$ cat config.mk
export PLATFORM = sky130hd
export DESIGN_NAME = if_fetch_queue
export DESIGN_NICKNAME = d
export VERILOG_FILES = /design/src/rtl/if_fetch_queue.sv
export SDC_FILE = /design/constraint.sdc
export NUM_CORES = 1
export LEC_CHECK = 0
export BUFFER_PORTS_ARGS = -buffer_cell sky130_fd_sc_hd__buf_2
export CORE_UTILIZATION = 45
export CTS_CLUSTER_DIAMETER = 60
export DETAILED_ROUTE_END_ITERATION = 8
export GPL_TIMING_DRIVEN = 0
export SYNTH_ARGS = -nofsm -noshare
export SYNTH_HDL_FRONTEND = slang
export SYNTH_SLANG_ARGS = --single-unit
export TNS_END_PERCENT = 1
$ cat constraint.sdc
create_clock -name clk -period 18.8 [get_ports clk]
set_clock_uncertainty 0.05 [all_clocks]
set_input_delay 4.7 -clock clk [delete_from_list [all_inputs] [get_ports clk]]
set_output_delay 4.7 -clock clk [all_outputs]
set_load 0.05 [all_outputs]
$ cat src/rtl/if_fetch_queue.sv
// if_fetch_queue: circular instruction fetch queue between the F and D stages.
// Holds {PC, instr} pairs; supports redirect flush, optionally keeping the delay slot.
`default_nettype none

module if_fetch_queue #(
  parameter int          DEPTH    = 4,
  parameter logic [31:0] RESET_PC = 32'h0000_3000
) (
  input  logic                         clk,
  input  logic                         reset,
  input  logic                         in_valid,
  input  logic [31:0]                  in_pc,
  input  logic [31:0]                  in_instr,
  output logic                         in_ready,
  output logic                         out_valid,
  output logic [31:0]                  out_pc,
  output logic [31:0]                  out_instr,
  input  logic                         out_ready,
  input  logic                         flush,
  input  logic                         flush_keep,
  output logic [$clog2(DEPTH+1)-1:0]   count
);

  localparam int AW = $clog2(DEPTH);
  localparam int CW = $clog2(DEPTH + 1);

  logic [31:0]   pc_mem    [DEPTH];
  logic [31:0]   instr_mem [DEPTH];
  logic [AW-1:0] rd_ptr;
  logic [AW-1:0] wr_ptr;
  logic [CW-1:0] count_r;

  logic          push;
  logic          pop;
  logic [AW-1:0] rd_next;
  logic [CW-1:0] survivors;

  assign in_ready  = (count_r != CW'(DEPTH));
  assign out_valid = (count_r != '0);
  assign out_pc    = out_valid ? pc_mem[rd_ptr]    : RESET_PC;
  assign out_instr = out_valid ? instr_mem[rd_ptr] : 32'h0;
  assign count     = count_r;

  assign push      = in_valid & in_ready;
  assign pop       = out_valid & out_ready;
  assign rd_next   = rd_ptr + AW'(pop);
  assign survivors = count_r - CW'(pop);

  always_ff @(posedge clk or posedge reset) begin
    if (reset) begin
      rd_ptr  <= '0;
      wr_ptr  <= '0;
      count_r <= '0;
    end else if (flush) begin
      // The popped branch still leaves; only its successor may survive as delay slot.
      if (flush_keep && (survivors != '0)) begin
        rd_ptr  <= rd_next;
        wr_ptr  <= rd_next + AW'(1);
        count_r <= CW'(1);
      end else begin
        rd_ptr  <= wr_ptr;
        count_r <= '0;
      end
    end else begin
      if (push) wr_ptr <= wr_ptr + AW'(1);
      if (pop)  rd_ptr <= rd_next;
      count_r <= count_r + CW'(push) - CW'(pop);
    end
  end

  always_ff @(posedge clk) begin
    if (push && !flush) begin
      pc_mem[wr_ptr]    <= in_pc;
      instr_mem[wr_ptr] <= in_instr;
    end
  end

`ifndef SYNTHESIS
  always_ff @(posedge clk) begin
    if (!reset) begin
      assert (count_r <= CW'(DEPTH)) else $error("fetch queue count overflow: %0d", count_r);
      assert (!(pop && count_r == '0)) else $error("fetch queue count underflow");
    end
  end
`endif

endmodule

`default_nettype wire

# == Yosys cells after proc, flatten, opt, wreduce, memory -nomap -nowiden ==
# Memory sizes are Yosys's and may differ from the RTL's.
# Cells that the tools add are included.
# word_totals
memories,2
regBits,7
mem_bits_rw,256
input_bits,70
out_inout_bits,69
# mem_list
name,depth,width,read_ports,rd_clocked_by_memory_dff,wr,line,text
instr_mem,4,32,1,0,1,28,logic [31:0] instr_mem [DEPTH];
pc_mem,4,32,1,0,1,27,logic [31:0] pc_mem [DEPTH];
# op_classes
n_eq_ne,2
addsub,6
muxes,12
n_reduce_logical,8
bitwise,2
# op_table
operator,n
2-to-1 mux 32 bit,2
2-to-1 mux 2 bit,6
nonzero test 3 bit,2
subtractor 3 x 1 -> 3 bit,2
adder 2 x 1 -> 2 bit (second input constant),2
nonzero test 2 bit,2
adder 3 x 1 -> 3 bit,1
2-to-1 mux 1 bit,3
2-to-1 mux 3 bit,1
!= test 3 bit (second input constant),1
adder 2 x 1 -> 2 bit,1
AND 1 bit,2
logical AND 1 bit,2
!= test 2 x 1 -> 1 bit (second input constant),1
AND reduction 2 bit,1
logical NOT 1 bit,1

# == Longest topological paths before layout ==
# logic_depth
word_depth,7
depth_mapped,11
depth_no_buf,11

# == Worst setup path after synthesis ==
# Ideal clock, no wire load.
# synth_path
kind,input -> register
startpoint,in flush
endpoint,mem instr_mem[1][0] (enable)
setup_slack_ns,7.036
cell_stages,2
arrival_ns,11.070
n_path_buf,1
setup_ns,0.644
cell_sequence,clkbuf_1 > nor4_1
# synth_via
elab_chain_cells,4
# synth_rtl
item,line,text
start: declaration,19,"input logic flush,"
logical NOT 1 bit,72,if (push && !flush) begin
logical AND 1 bit,72,
2-to-1 mux 1 bit,72,
2-to-1 mux 1 bit (not written as such),74,instr_mem[wr_ptr] <= in_instr;
end: declaration,28,
# Every way passes these cells.

# == Final worst setup path ==
# layout_path
startpoint,"reg count_r[1], in the netlist count[1]"
endpoint,out out_instr[21]
# layout_via
elab_chain_cells,2
# layout_rtl
item,line,text
start: declaration,31,logic [CW-1:0] count_r;
start signal: assignment,67,count_r <= count_r + CW'(push) - CW'(pop);
nonzero test 3 bit,39,assign out_valid = (count_r != '0);
2-to-1 mux 32 bit,41,assign out_instr = out_valid ? instr_mem[rd_ptr] : 32'h0;
end: declaration,17,"output logic [31:0] out_instr,"
# Every way passes these cells.

==> flow_metrics.env <==
export IMPL_postRouteAntennaNets=0
export IMPL_drt_vias_per_instance=5.32
export IMPL_io_pins=139
export IMPL_avgRoutedWirePerCell_um=20.4
export IMPL_final_core_util=0.566
export IMPL_cp_slowest_stage_delay_ps=500
export IMPL_cts_resized=0
export IMPL_rsz0062_at_grt="no"
export IMPL_crit_chain="nor3_1 > inv_1 > clkbuf_1 > clkbuf_1 > and2_1 > buf_2"
export IMPL_slowest_stage="clkbuf_1"
export IMPL_firstDrtPassIters=6
export IMPL_routed_wl_mm=19.5
export IMPL_setup_viol=0
export IMPL_netSwitchingFraction=0.382
export IMPL_hpwl_mm=12.7
export IMPL_grt_max_degree=27
export IMPL_layout_drive_gt1_share=0.426
export IMPL_finalCriticalPeriod_ps=7390
export IMPL_vias=5105
export IMPL_cts_buffers=28
export IMPL_syn_num_nets=540
export IMPL_crit_arrival_ps=2640
export IMPL_nNetsFinal=730
export IMPL_yosysUniqueCellTypes=40
export IMPL_synth_warnings=0
export IMPL_place_congestion=0.794
export IMPL_fin_crit_sh=0.393
export IMPL_p_seq_frac=0.336
export IMPL_yosysSeqAreaShare=0.770
export IMPL_dieHeight_um=153
export IMPL_hold_start="count[2]"
export IMPL_die_x_um=153
export IMPL_slew_viol_final=0
export IMPL_port_buffers=138
export IMPL_pwr_share_comb=0.411
export IMPL_clkTransAtPathRegs_ps=60
export IMPL_p_leak_uw=0.00443
export IMPL_hp_class="flop to flop"
export IMPL_endpoint_kind="output port"
export IMPL_status="finished with violations"
export IMPL_cts_hold_buffers_added=0
export IMPL_initial_utilization=0.463
export IMPL_required_ps=14050
export IMPL_dp_cells=906
export IMPL_drc=14
export IMPL_p_clk_frac=0.253
export IMPL_insertion_delay_ps=530
export IMPL_instances_no_fill=959
export IMPL_fmax_mhz=135
export IMPL_p_int_uw=1340
export IMPL_switchingPower_uw=827
export IMPL_path_max_fanout=10
export IMPL_htreeDepth=1
export IMPL_clockBufferDepth=3
export IMPL_rows=54
export IMPL_grt_pass1_vias=5411
export IMPL_critPathBufInv=4
export IMPL_core_um2=22000
export IMPL_start_kind="flop"
export IMPL_crit_family="buffers and inverters"
export IMPL_ir_worst_vdd_v=0.000102
export IMPL_cts_setup_buffers=0
export IMPL_r2r_start="count[1]"
export IMPL_tightest_slew_ps=788
export IMPL_synth_area_um2=10200
export IMPL_syn_inst=466
export IMPL_grt_pass1_wl_mm=30.6
export IMPL_syn_to_final_growth_pct=22.1
export IMPL_violations="DRC"
export IMPL_clk_root_buffer_cell="clkbuf_16"
export IMPL_grt_antenna_before_repair=3
export IMPL_path_class="flop to output port"
export IMPL_cts_tree="yes"
export IMPL_tns_ps=0
export IMPL_dieArea_um2=23300
export IMPL_max_cap_violations=0
export IMPL_detail_route_iter0_violations=323
export IMPL_clock_sinks=263
export IMPL_crit_top_cell="clkbuf_1"
export IMPL_syn_area_per_cell_um2=21.9
export IMPL_globalRouteOverflowTotal=0
export IMPL_gr_usage_all_layers=0.173
export IMPL_ys_seq_elements=263
export IMPL_hold_viol_final=0
export IMPL_crit_start="count[1]"
export IMPL_slew_headroom=0.470
export IMPL_power_density_nw_per_um2=174
## worst reg2reg max path: cells and delay by family, from the launching register on
kind	cells	cell delay, ps
flops	1	490
buf+inv	6	1120
simple gates	3	860
## logic make-up after synthesis
group	after synthesis	share of synthesized area
xor gates and xnor gates	5	0.00429
adders and majority gates	4	0.00564
AOI/OAI and AO/OA	11	0.00785
muxes	66	0.144
and+or+nand+nor	86	0.0519
DFF	263	0.770
buffers and inverters	31	0.0163
## state kept, by name (all words and copies together) (netlist names)
name	count
wr_ptr	2
count	3
rd_ptr	2
instr_mem	128
pc_mem	128
## worst paths after layout
kind	cells after the start	slack [ps]	to
min in group asynchronous	2	4060	count[2]
min reg2reg	2	590	count[2]
max in group asynchronous	2	14400	rd_ptr[0]
min	2	590	count[2]
max	6	11410	out_instr[21]
max reg2reg	9	16000	instr_mem[1][31]
## power by group through the flow
| stage | Clock, µW | Sequential [µW] | Combinational [µW] |
|---|---|---|---|
| after floorplan | 0 | 749 | 675 |
| after global placement | 0 | 751 | 880 |
| after detailed placement | 0 | 741 | 904 |
| after CTS | 561 | 728 | 907 |
| after global routing | 583 | 733 | 945 |
| final | 549 | 728 | 890 |
## metrics by stage
stage | hold slack [ps] | area, µm² | power, µW | setup slack (ps)
after floorplan | 521 | 10200 | 1420 | 7040
after CTS | 594 | 12500 | 2200 | 11300
after global routing | 652 | 12500 | 2260 | 11170
after global placement | 543 | 11200 | 1630 | 1550
after detailed placement | 585 | 11500 | 1640 | 11620
final | 593 | 12500 | 2170 | 11410
## cell usage in the layout (no fill, tap or decap), drive strengths merged, types with 2 or more instances in the layout
master	n
clkbuf	42
or2	2
nor3	2
bufinv	4
and2	64
xnor2	4
dfrtp	7
nand2	5
nor2	4
ha	3
buf	175
edfxtp	256
nor2b	2
nand3	2
a21oi	3
mux4	64
inv	8
clkinv	13
## synth_stat cells, drive strengths merged
| cell | instances | area (µm²) |
|---|---|---|
| edfxtp | 256 | 7690 |
| and2 | 64 | 404 |
| mux4 | 64 | 1440 |
| buf | 15 | 106 |
| clkbuf | 8 | 30.0 |
| inv | 8 | 30.0 |
| dfrtp | 7 | 175 |
| nand2 | 5 | 18.8 |
| nor2 | 4 | 15.0 |
| xnor2 | 4 | 35.0 |
| a21oi | 3 | 15.0 |
| ha | 3 | 37.5 |
| nand3 | 2 | 15.0 |
| nor2b | 2 | 20.0 |
| nor3 | 2 | 10.0 |
| or2 | 2 | 12.5 |
| a211o | 1 | 8.76 |
| a221oi | 1 | 8.76 |
| a22oi | 1 | 7.51 |
| and3 | 1 | 6.26 |
| fa | 1 | 20.0 |
| mux2 | 1 | 15.0 |
| mux2i | 1 | 10.0 |
| nand4 | 1 | 6.26 |
| nor4 | 1 | 6.26 |
| o211a | 1 | 10.0 |
| o21ai | 1 | 5.00 |
| o221ai | 1 | 8.76 |
| o31a | 1 | 8.76 |
| o31ai | 1 | 7.51 |
| or3 | 1 | 6.26 |
| or3b | 1 | 8.76 |
| xor2 | 1 | 8.76 |
## area by class of cell
class / count / area, µm²
fillers: 1695 / 9560
clock inverters: 18 / 189
well taps: 280 / 350
diodes: 1 / 2.50
inverters: 8 / 30.0
multi-input cells: 172 / 2200
flip-flops and latches: 263 / 7860
clock buffers: 34 / 744
plain buffers: 23 / 136
repair buffers: 160 / 943
## layer usage
layer  global-route usage  share of wire  vias up
met1                0.236           0.44     2643
li1                     -              -     2283
met3               0.0356          0.054       38
met4               0.0529          0.022        4
met5                    0         0.0012        -
met2                0.283           0.48      137
(Power assumes the default switching activity.)
